## src/rtl/ptp_event_capture.sv

```systemverilog
// PTP event timestamp capture: free-running time counter, rising-edge
// detection on MAC TX/RX event strobes, and a capture FIFO of
// {event mask, timestamp} entries with overflow tracking.
module ptp_event_capture #(
  parameter int          TS_WIDTH   = 64,
  parameter int          TS_INCR    = 8,
  parameter int          FIFO_DEPTH = 16,
  parameter logic [9:0]  EVT_EN     = 10'h3FF
) (
  input  logic                          clk,
  input  logic                          rst,
  input  logic                          enable,
  input  logic                          ts_load,
  input  logic [TS_WIDTH-1:0]           ts_load_value,
  output logic [TS_WIDTH-1:0]           ts_now,
  input  logic [4:0]                    evt_tx,
  input  logic [4:0]                    evt_rx,
  output logic                          m_valid,
  input  logic                          m_ready,
  output logic [9:0]                    m_mask,
  output logic [TS_WIDTH-1:0]           m_ts,
  output logic [$clog2(FIFO_DEPTH):0]   fill_level,
  output logic                          overflow,
  input  logic                          overflow_clr,
  output logic [15:0]                   drop_count
);

  localparam int AW = $clog2(FIFO_DEPTH);
  localparam int CW = AW + 1;
  localparam int EW = 10 + TS_WIDTH;

  logic [TS_WIDTH-1:0] ts_q, ts_d;
  logic [9:0]          evt_cur, evt_prev_q, fired;
  logic                push, pop, full, accept, drop;
  logic [EW-1:0]       mem_q [FIFO_DEPTH];
  logic [EW-1:0]       head;
  logic [AW-1:0]       wr_ptr_q, rd_ptr_q;
  logic [CW-1:0]       count_q, count_d;
  logic                overflow_q, overflow_d;
  logic [15:0]         drop_cnt_q, drop_cnt_d;

  // Counter next state: a load overrides the increment; wrap is silent.
  always_comb begin
    ts_d = ts_q + TS_WIDTH'(TS_INCR);
    if (ts_load) ts_d = ts_load_value;
  end

  // Time counter register.
  always_ff @(posedge clk) begin
    if (rst) ts_q <= '0;
    else     ts_q <= ts_d;
  end

  assign evt_cur = {evt_rx, evt_tx};
  assign fired   = evt_cur & ~evt_prev_q & EVT_EN;

  // Edge-detect history; all-ones at reset so levels already high never fire.
  // Updates even while disabled so a held level does not fire on re-enable.
  always_ff @(posedge clk) begin
    if (rst) evt_prev_q <= '1;
    else     evt_prev_q <= evt_cur;
  end

  assign m_valid = (count_q != '0);
  assign full    = (count_q == CW'(FIFO_DEPTH));
  assign push    = enable && (|fired);
  assign pop     = m_valid && m_ready;
  // A pop in the same cycle frees the slot, so a full FIFO still accepts.
  assign accept  = push && (!full || pop);
  assign drop    = push && full && !pop;

  // Capture storage; the entry carries the pre-load counter value.
  always_ff @(posedge clk) begin
    if (!rst && accept) mem_q[wr_ptr_q] <= {fired, ts_q};
  end

  // Occupancy next state.
  always_comb begin
    count_d = count_q;
    case ({accept, pop})
      2'b10:   count_d = count_q + CW'(1);
      2'b01:   count_d = count_q - CW'(1);
      default: count_d = count_q;
    endcase
  end

  // FIFO pointers and occupancy; reset discards every held entry.
  always_ff @(posedge clk) begin
    if (rst) begin
      wr_ptr_q <= '0;
      rd_ptr_q <= '0;
      count_q  <= '0;
    end else begin
      if (accept) wr_ptr_q <= wr_ptr_q + AW'(1);
      if (pop)    rd_ptr_q <= rd_ptr_q + AW'(1);
      count_q <= count_d;
    end
  end

  // Drop tracking: a drop wins over a same-cycle clear; the count saturates.
  always_comb begin
    overflow_d = overflow_q;
    if (overflow_clr) overflow_d = 1'b0;
    if (drop)         overflow_d = 1'b1;
    drop_cnt_d = drop_cnt_q;
    if (drop && drop_cnt_q != 16'hFFFF) drop_cnt_d = drop_cnt_q + 16'd1;
  end

  // Overflow flag and drop counter registers; only rst clears the count.
  always_ff @(posedge clk) begin
    if (rst) begin
      overflow_q <= 1'b0;
      drop_cnt_q <= '0;
    end else begin
      overflow_q <= overflow_d;
      drop_cnt_q <= drop_cnt_d;
    end
  end

  // Head data is forced to zero when empty so stale storage never shows.
  assign head       = mem_q[rd_ptr_q];
  assign m_mask     = m_valid ? head[EW-1 -: 10] : '0;
  assign m_ts       = m_valid ? head[TS_WIDTH-1:0] : '0;
  assign ts_now     = ts_q;
  assign fill_level = count_q;
  assign overflow   = overflow_q;
  assign drop_count = drop_cnt_q;

endmodule

```

## config.mk

```make
export PLATFORM = sky130hd
export DESIGN_NAME = ptp_event_capture
export DESIGN_NICKNAME = d
export VERILOG_FILES = /design/src/rtl/ptp_event_capture.sv
export SDC_FILE = /design/constraint.sdc
export NUM_CORES = 1
export LEC_CHECK = 0
export BUFFER_PORTS_ARGS = -buffer_cell sky130_fd_sc_hd__buf_2
export CAP_MARGIN = 10
export CORE_ASPECT_RATIO = 1.5
export CORE_MARGIN = 4
export CORE_UTILIZATION = 34
export CTS_CLUSTER_DIAMETER = 30
export DETAILED_ROUTE_END_ITERATION = 16
export GPL_ROUTABILITY_DRIVEN = 0
export HOLD_SLACK_MARGIN = 0.12
export PLACE_DENSITY = 0.56
export SLEW_MARGIN = 30
export SYNTH_ARGS = -nofsm -noshare
export SYNTH_HDL_FRONTEND = slang
export SYNTH_SLANG_ARGS = --single-unit
export TNS_END_PERCENT = 20
```

## constraint.sdc

```tcl
create_clock -name clk -period 9 [get_ports clk]
set_input_delay 2.25 -clock clk [delete_from_list [all_inputs] [get_ports clk]]
set_output_delay 2.25 -clock clk [all_outputs]
set_load 0.1 [all_outputs]
```

==> impl_metrics.json, run 1 <==
{
  "yosys.area_share.simple_pct": 4.274,
  "ios": 241,
  "wirelength_um": 128700,
  "setup_viol": 0,
  "synthMuxAreaShare_pct": 17.25,
  "path_clk_slew_ns": 0.05,
  "p_sw_mw": 6.944,
  "setup-tns-final_ns": 0,
  "final_max_slew_viol_count": 0,
  "cts_resized": 0,
  "dp_hpwl_um": 72800,
  "crit_path_max_fanout": 100,
  "clockBufferDepth": 3,
  "worst_pin_slew_ns": 1.010,
  "synth_xor_xnor_area_share_pct": 1.096,
  "cts_buffers": 204,
  "synth_edf_count": 1184,
  "max-slew-margin-rel_pct": 32.66,
  "holdCritStartpoint": "rd_ptr_q[1]",
  "swShare_pct": 34.48,
  "core_area_um2": 146800,
  "grtUsageTotal_pct": 16.68,
  "post-cts-setup-buffers": 0,
  "seq_area_frac_synth_pct": 74.95,
  "critPathArrivalTime_ns": 4.19,
  "holdPathStages": 2,
  "area_growth_pct": 22.31,
  "numClockSinks": 1292,
  "worstReg2RegStart": "evt_prev_q[6]",
  "io_buffers": 240,
  "r2r_end": "mem_q[12][4]",
  "synthAdderAreaFrac_pct": 0.2884,
  "crit_type": "reg2out",
  "ys.flop_type": "edfxtp_1",
  "final_common_cell": "edfxtp_1",
  "ctsHoldBuffers": 0,
  "drt-initial-drc-count": 2449,
  "grt_pass1_wl_um": 187600,
  "hold_path.class": "reg2reg",
  "p_int_mw": 13.20,
  "grt-ovfl-total": 0,
  "hold_viol": 0,
  "crit_top_cell": "mux4_2",
  "cp_slowest_cell": "dfxtp_4",
  "status": "complete, no violations",
  "clk_latency_ns": 0.83,
  "synthCells": 2385,
  "leakage_nw": 20.05,
  "max_cap_violations": 0,
  "dr.pass1.iters": 5,
  "drive_above_1_share_pct": 37.12,
  "drc": 0,
  "syn_area_per_cell_um2": 21.10,
  "regArea_um2": 37730,
  "rsz0062_at_grt": "false",
  "grt_pass1_vias": 27350,
  "skew_ns": 0.06522,
  "vias": 25430,
  "rrSetupSlack_ns": 4.83,
  "wl_per_cell_um": 26.39,
  "ir_drop_mv": 0.2425,
  "antenna_found_initial": 12,
  "initial_core_util_pct": 34.29,
  "synth_nets": 2476,
  "htree_levels": 4,
  "startpoint_type": "flop",
  "cp-end-kind": "output port",
  "via_per_inst": 5.213,
  "reg2reg_depth": 7,
  "synth_compound_area_share_pct": 1.042,
  "num-fill-cells": 12800,
  "grt_max_degree": 135,
  "fin_crit_ns": 6.442,
  "tritoncts": "done",
  "yosys_warnings": 0,
  "final_nets": 2872,
  "worstPathRequired_ns": 6.75,
  "cp_slowest_stage_delay_ns": 0.89,
  "fin_util_pct": 41.94,
  "multi_input_area_um2": 12220,
  "row_count": 172,
  "die_area_um2": 154400,
  "pwr-share-comb_pct": 26.5,
  "crit_buf_inv": 2,
  "async_flop_share_pct": 0,
  "root_buffer": "clkbuf_16",
  "ant_nets": 0,
  "netlist_area_um2": 50320,
  "ys_ff_latch": 1292,
  "layout_common_cells": "edfxtp_1, mux4_2, buf_2",
  "die_h_um": 479.2,
  "die_x_um": 322.1,
  "synthDistinctLibCells": 53,
  "power.share.sequential_pct": 33.8,
  "max_freq_mhz": 155.2,
  "synth_top_family_by_area": "multiplexers",
  "cp_cell_sequence": "buf_12 -> mux4_2 -> mux4_2 -> nor2b_1 -> buf_2",
  "powerDensity_nw_per_um2": 327.2,
  "pwr-share-clk_pct": 39.7,
  "critPathTopFamily": "multiplexers",
  "timing.final.crit_share_pct": 71.58
}
## state kept, by name, indices dropped and copies added (netlist names), named ones only
register	count
fill_level	5
ts_now	64
wr_ptr_q	4
evt_prev_q	10
overflow	1
mem_q	1184
rd_ptr_q	4
drop_count	16
## power groups by stage
stage               sequential (mW)  combinational, mW  clock, mW
finish                         6.82               5.33       8.00
global route                   6.84               5.61       8.44
CTS                            6.82               5.45       8.15
detailed placement             6.94               5.43          0
global placement               6.93               5.40          0
floorplan                      7.08               4.09          0
## logic make-up after synthesis
family          Yosys count
simple gates            394
mux                     403
fa+ha+maj                11
buf+inv                 142
compound gates           80
xor+xnor                 63
flops                  1292
## cells in the mapped netlist (all sizes together), types with 24 or more instances
library cell	instances	area share [%]
clkbuf	87	0.65
mux2i	24	0.48
xor2	31	0.54
dfxtp	108	4.3
edfxtp	1184	71
nand3	28	0.28
xnor2	32	0.56
nand4	25	0.37
a21oi	29	0.29
nor2	112	0.84
mux4	370	17
buf	36	0.31
nor2b	94	1.2
a211oi	24	0.36
nand2	45	0.34
## stage by stage
stage               setup slack (ns)  hold WS (ns)  instance area (µm²)  power, mW  instances
floorplan                      1.523        0.4678                50320      11.17       2385
global placement               2.463        0.4708                54310      12.33       4488
detailed placement             2.532        0.4848                54340      12.38       4489
CTS                            2.352        0.4929                61520      20.42       4875
global route                   2.220        0.5122                61550      20.89       4877
finish                         2.558        0.4956                61550      20.14       4878
## layer usage
metal	track usage, %	share of wire (%)	vias up	wire [µm]
met4	4.771	2.0	6	2582
met5	0	0.030	-	39
met1	22.27	42	13590	53840
met3	4.412	7.5	196	9705
li1	-	-	10720	-
met2	27.04	49	909	62560
## worst max path at each step
stage / to / depth (start not counted)
floorplan: mem_q[12][0] / 7
detailed placement: mem_q[12][25] / 9
CTS: m_ts[10] / 5
global route: m_ts[4] / 5
global placement: mem_q[14][24] / 8
finish: m_ts[28] / 5
## worst register-to-register path, stage by stage, from the launching register on
cell and delay (ns):
dfxtp_1 0.29, nor2b_1 0.70, nor4_1 0.27, a31oi_1 0.53, and2_0 0.40, nand2_1 0.30
nor2_4 0.69, buf_4 0.59
## layout make-up
class | instances | area share (%)
clock inverters | 159 | 3.163
well taps | 1914 | 3.891
repair buffers | 313 | 3.163
clock buffers | 227 | 8.501
diodes | 3 | 0.01220
inverters | 19 | 0.1199
flip-flops and latches | 1292 | 61.30
multi-input cells | 951 | 19.85
No activity file was read; power rests on OpenSTA's default activity.
==> run 2, diff against run 1 <==
- PLACE_DENSITY: 0.56 -> 0.58
- clock period: 9 -> 5.7 ns (I/O delays scaled with it)
==> impl_metrics.json, run 2 (synthesized netlist as in run 1, its figures left out) <==
{
  "skew_ns": 0.02607,
  "pre_cts_ws_ns": 0.8321,
  "worst_pin_slew_ns": 1.074,
  "fin_ws_ns": 0.6983,
  "wl_per_cell_um": 26.64,
  "die_area_um2": 154400,
  "clk_latency_ns": 0.81,
  "area_growth_pct": 23.71,
  "crit_path_max_fanout": 60,
  "holdCritStartpoint": "ts_now[13]",
  "io_buffers": 240,
  "crit_type": "reg2out",
  "die_x_um": 322.1,
  "grt_max_degree": 75,
  "hold_viol": 0,
  "ant_nets": 0,
  "cp-end-kind": "output port",
  "worstPathRequired_ns": 4.28,
  "via_per_inst": 5.243,
  "max_freq_mhz": 199.9,
  "post-cts-setup-buffers": 0,
  "setup_viol": 0,
  "holdPathStages": 0,
  "drt-initial-drc-count": 2275,
  "fin_crit_ns": 5.002,
  "setup-tns-final_ns": 0,
  "final_nets": 2894,
  "ir_drop_mv": 0.5060,
  "r2r_end": "ts_now[58]",
  "htree_levels": 4,
  "path_clk_slew_ns": 0.05,
  "regMostFlops": "mem_q",
  "max_cap_violations": 0,
  "initial_core_util_pct": 34.29,
  "ios": 241,
  "largest_register_ffs": 1184,
  "worstReg2RegStart": "ts_now[5]",
  "drive_above_1_share_pct": 37.73,
  "antenna_found_initial": 9,
  "reg2reg_depth": 6,
  "root_buffer": "clkbuf_16",
  "dp_hpwl_um": 73420,
  "hold_path.class": "reg2reg",
  "dr.pass1.iters": 5,
  "grt_pass1_vias": 27560,
  "critPathArrivalTime_ns": 3.58,
  "wirelength_um": 130900,
  "timing.final.crit_share_pct": 87.75,
  "layout_common_cells": "edfxtp_1, mux4_2, buf_2",
  "powerDensity_nw_per_um2": 524.0,
  "cts_resized": 0,
  "row_count": 172,
  "drc": 0,
  "hold_path_end": "mem_q[4][13]",
  "rrSetupSlack_ns": 1.95,
  "status": "complete, no violations",
  "core_area_um2": 146800,
  "leakage_nw": 20.39,
  "ctsHoldBuffers": 0,
  "clockBufferDepth": 3,
  "grtUsageTotal_pct": 17.00,
  "final_common_cell": "edfxtp_1",
  "vias": 25770,
  "die_h_um": 479.2,
  "final_max_slew_viol_count": 0,
  "startpoint_type": "flop",
  "tritoncts": "done",
  "numClockSinks": 1292,
  "max-slew-margin-rel_pct": 28.04,
  "cts_buffers": 219,
  "grt_pass1_wl_um": 191100,
  "rsz0062_at_grt": "false",
  "grt-ovfl-total": 0
}
-- run 2: cell types whose count changed in the layout (fill, tap and decap cells not counted), sizes merged --
cell and change:
clkbuf +19, inv -4, clkinv +5, buf +7
clkinvlp +4, bufinv +6
-- run 2: layout make-up --
cell class	count	area, µm²
Clock buffer	246	5715
Timing Repair Buffer	320	2117
Multi-Input combinational cell	951	12210
Sequential cell	1292	37730
Tap cell	1914	2395
Antenna cell	3	7.507
Fill cell	12720	84520
Clock inverter	170	2007
Inverter	19	73.82
-- run 2: stage by stage --
| stage | utilization, % | std cells | power, mW | instance area, µm² | hold WS [ns] |
|---|---|---|---|---|---|
| after floorplan | - | 2385 | 17.64 | 50330 | 0.4678 |
| after global placement | 37.11 | 4494 | 19.50 | 54460 | 0.4507 |
| after detailed placement | 37.15 | 4496 | 19.58 | 54520 | 0.4478 |
| after CTS | 42.41 | 4912 | 33.05 | 62250 | 0.4606 |
| after global routing | 42.41 | 4913 | 33.79 | 62250 | 0.4830 |
| final | 42.42 | 4915 | 32.62 | 62250 | 0.4536 |
-- run 2: critical path: stages (launching register included) --
cell and delay (ns):
dfxtp_4 0.71, buf_12 0.41, mux4_2 0.28, mux4_2 0.28, nor2b_1 0.47, buf_2 0.53
-- run 2: how the worst max path moves through the flow --
| stage | start | to | cells past startpoint |
|---|---|---|---|
| CTS | flop | m_ts[2] | 5 |
| global route | flop | m_ts[25] | 5 |
| detailed placement | evt_rx[0] | mem_q[6][9] | 8 |
| finish | flop | m_ts[5] | 5 |
| global placement | evt_tx[1] | fill_level[4] | 12 |
| floorplan | evt_rx[0] | mem_q[12][0] | 7 |
-- run 2: per-layer routing --
layer / global-route usage (%) / vias to the layer above / part of all wire (%)
met1: 23.72 / 13850 / 43
met4: 4.023 / 2 / 1.6
met2: 27.13 / 1003 / 48
li1: - / 10780 / -
met3: 4.074 / 142 / 7.4
met5: 0 / - / 0.0053
-- run 2: power by group --
part	switching, mW	leakage (nW)	internal [mW]
Sequential	0.224	11.8	10.5
Clock	4.76	3.72	8.68
Combinational	5.97	4.90	2.47
==> run 3, diff against run 2 <==
- clock period: 5.7 -> 4.17 ns (I/O delays scaled with it)
==> impl_metrics.json, run 3 (synthesized netlist as in run 1, its figures left out) <==
{
  "pwr-share-clk_pct": 36.7,
  "tritoncts": "done",
  "max-slew-margin-rel_pct": 35.79,
  "crit_type": "reg2out",
  "worstPathRequired_ns": 3.13,
  "row_count": 172,
  "hold_viol": 0,
  "cp_cell_sequence": "buf_6 -> buf_12 -> buf_12 -> clkbuf_16 -> mux4_2 -> mux4_2 -> nor2b_1 -> buf_6",
  "wirelength_um": 135200,
  "pwr-share-comb_pct": 31.6,
  "crit_buf_inv": 5,
  "max_cap_violations": 0,
  "layout_common_cells": "edfxtp_1, mux4_2, clkbuf_16",
  "clockBufferDepth": 3,
  "grtUsageTotal_pct": 17.52,
  "setup_viol": 24,
  "ir_drop_mv": 0.6125,
  "grt-ovfl-total": 0,
  "clk_latency_ns": 0.79,
  "num-fill-cells": 12530,
  "htree_levels": 4,
  "core_area_um2": 146800,
  "r2r_end": "ts_now[54]",
  "dr.pass1.iters": 5,
  "p_sw_mw": 15.55,
  "finalPower_mw": 45.94,
  "numClockSinks": 1292,
  "cp-end-kind": "output port",
  "grt_max_degree": 78,
  "gr-usage-met3_pct": 4.720,
  "regMostFlops": "mem_q",
  "timing.final.crit_share_pct": 101.3,
  "vias": 25970,
  "final_common_cell": "edfxtp_1",
  "wl_per_cell_um": 26.96,
  "grt_pass1_vias": 27900,
  "rrSetupSlack_ns": 0.84,
  "antenna_found_initial": 7,
  "hold_path_end": "evt_prev_q[5]",
  "crit_path_max_fanout": 7,
  "critPathTopFamily": "multiplexers",
  "via_per_inst": 5.178,
  "cp_slowest_cell": "mux4_2",
  "use_met1_pct": 23.31,
  "grt_pass1_wl_um": 195800,
  "root_buffer": "clkbuf_16",
  "die_x_um": 322.1,
  "final_max_slew_viol_count": 0,
  "io_buffers": 240,
  "drc": 0,
  "startpoint_type": "flop",
  "p_int_mw": 30.39,
  "die_h_um": 479.2,
  "cp_slowest_stage_delay_ns": 0.51,
  "worstReg2RegStart": "ts_now[4]",
  "reg2reg_depth": 6,
  "hold_path.class": "in2reg",
  "die_area_um2": 154400,
  "initial_core_util_pct": 34.29,
  "area_growth_pct": 27.89,
  "ios": 241,
  "cts_buffers": 202,
  "rsz0062_at_grt": "true",
  "ant_nets": 0,
  "leakage_nw": 21.24,
  "critPathArrivalTime_ns": 3.18,
  "largest_register_ffs": 1184,
  "dp_hpwl_um": 79740,
  "holdCritStartpoint": "evt_rx[0]",
  "setup-tns-final_ns": -0.6039,
  "power.share.sequential_pct": 31.7,
  "status": "finished, violations left",
  "worst_pin_slew_ns": 0.9544,
  "fin_crit_ns": 4.226,
  "swShare_pct": 33.85,
  "powerDensity_nw_per_um2": 713.8,
  "max_freq_mhz": 236.6,
  "drive_above_1_share_pct": 40.27,
  "grt_use_met2_pct": 28.62,
  "drt-initial-drc-count": 2296,
  "fin_ws_ns": -0.05618,
  "violations": "negative setup slack",
  "skew_ns": 0.03016,
  "path_clk_slew_ns": 0.05,
  "busiest_layer": "met2",
  "holdPathStages": 2,
  "final_nets": 3005
}
run 3: how the worst max path moves through the flow:
| stage | depth (start not counted) | endpoint | slack [ns] |
|---|---|---|---|
| 3_3_place_gp | 13 | fill_level[4] | -0.17 |
| 2_1_floorplan | 5 | mem_q[3][0] | -0.47 |
| 4_1_cts | 8 | m_ts[27] | -0.13 |
| 3_5_place_dp | 13 | fill_level[4] | -0.08 |
| 6_report | 8 | m_ts[23] | -0.06 |
| 5_1_grt | 7 | m_ts[10] | -0.13 |
run 3: power groups by stage:
stage / Combinational [mW] / Clock, mW / Sequential [mW]
after floorplan: 8.84 / 0 / 15.3
after global placement: 12.2 / 0 / 14.8
after detailed placement: 12.2 / 0 / 14.8
after CTS: 14.5 / 17.2 / 14.6
after global routing: 15.2 / 17.8 / 14.6
final: 14.5 / 16.9 / 14.6
run 3: per-layer routing:
| layer | wire length (µm) | part of all wire (%) |
|---|---|---|
| met3 | 11220 | 8.3 |
| met4 | 2444 | 1.8 |
| met5 | 0 | 0 |
| met2 | 66230 | 49 |
| met1 | 55310 | 41 |
run 3: area by class of cell:
cell class	instances	area [µm²]	area share (%)
Sequential cell	1292	37730	58.62
Tap cell	1914	2395	3.721
Multi-Input combinational cell	951	12310	19.13
Antenna cell	9	22.52	0.03499
Timing Repair Buffer	448	4842	7.523
Clock buffer	226	5240	8.142
Clock inverter	156	1744	2.710
Inverter	19	73.82	0.1147
run 3: what timing repair did:
action | CTS | global route
resized for setup | 224 | 22
hold buffers | 0 | 0
setup buffers | 18 | 3
pin swaps | 0 | 0
gates cloned | 16 | 6
endpoints found under the setup margin | 73 | 70
run 3: stage by stage:
step | instances | cell area (µm²) | setup slack (ns) | hold slack, ns | util [%]
2_1_floorplan | 2385 | 50450 | -0.4742 | 0.4678 | -
3_3_place_gp | 4582 | 55670 | -0.1678 | 0.4702 | 37.93
3_5_place_dp | 4582 | 55670 | -0.07655 | 0.4843 | 37.93
4_1_cts | 4998 | 64090 | -0.1304 | 0.3988 | 43.67
5_1_grt | 5009 | 64350 | -0.1319 | 0.4333 | 43.84
6_report | 5015 | 64360 | -0.05618 | 0.4622 | 43.85
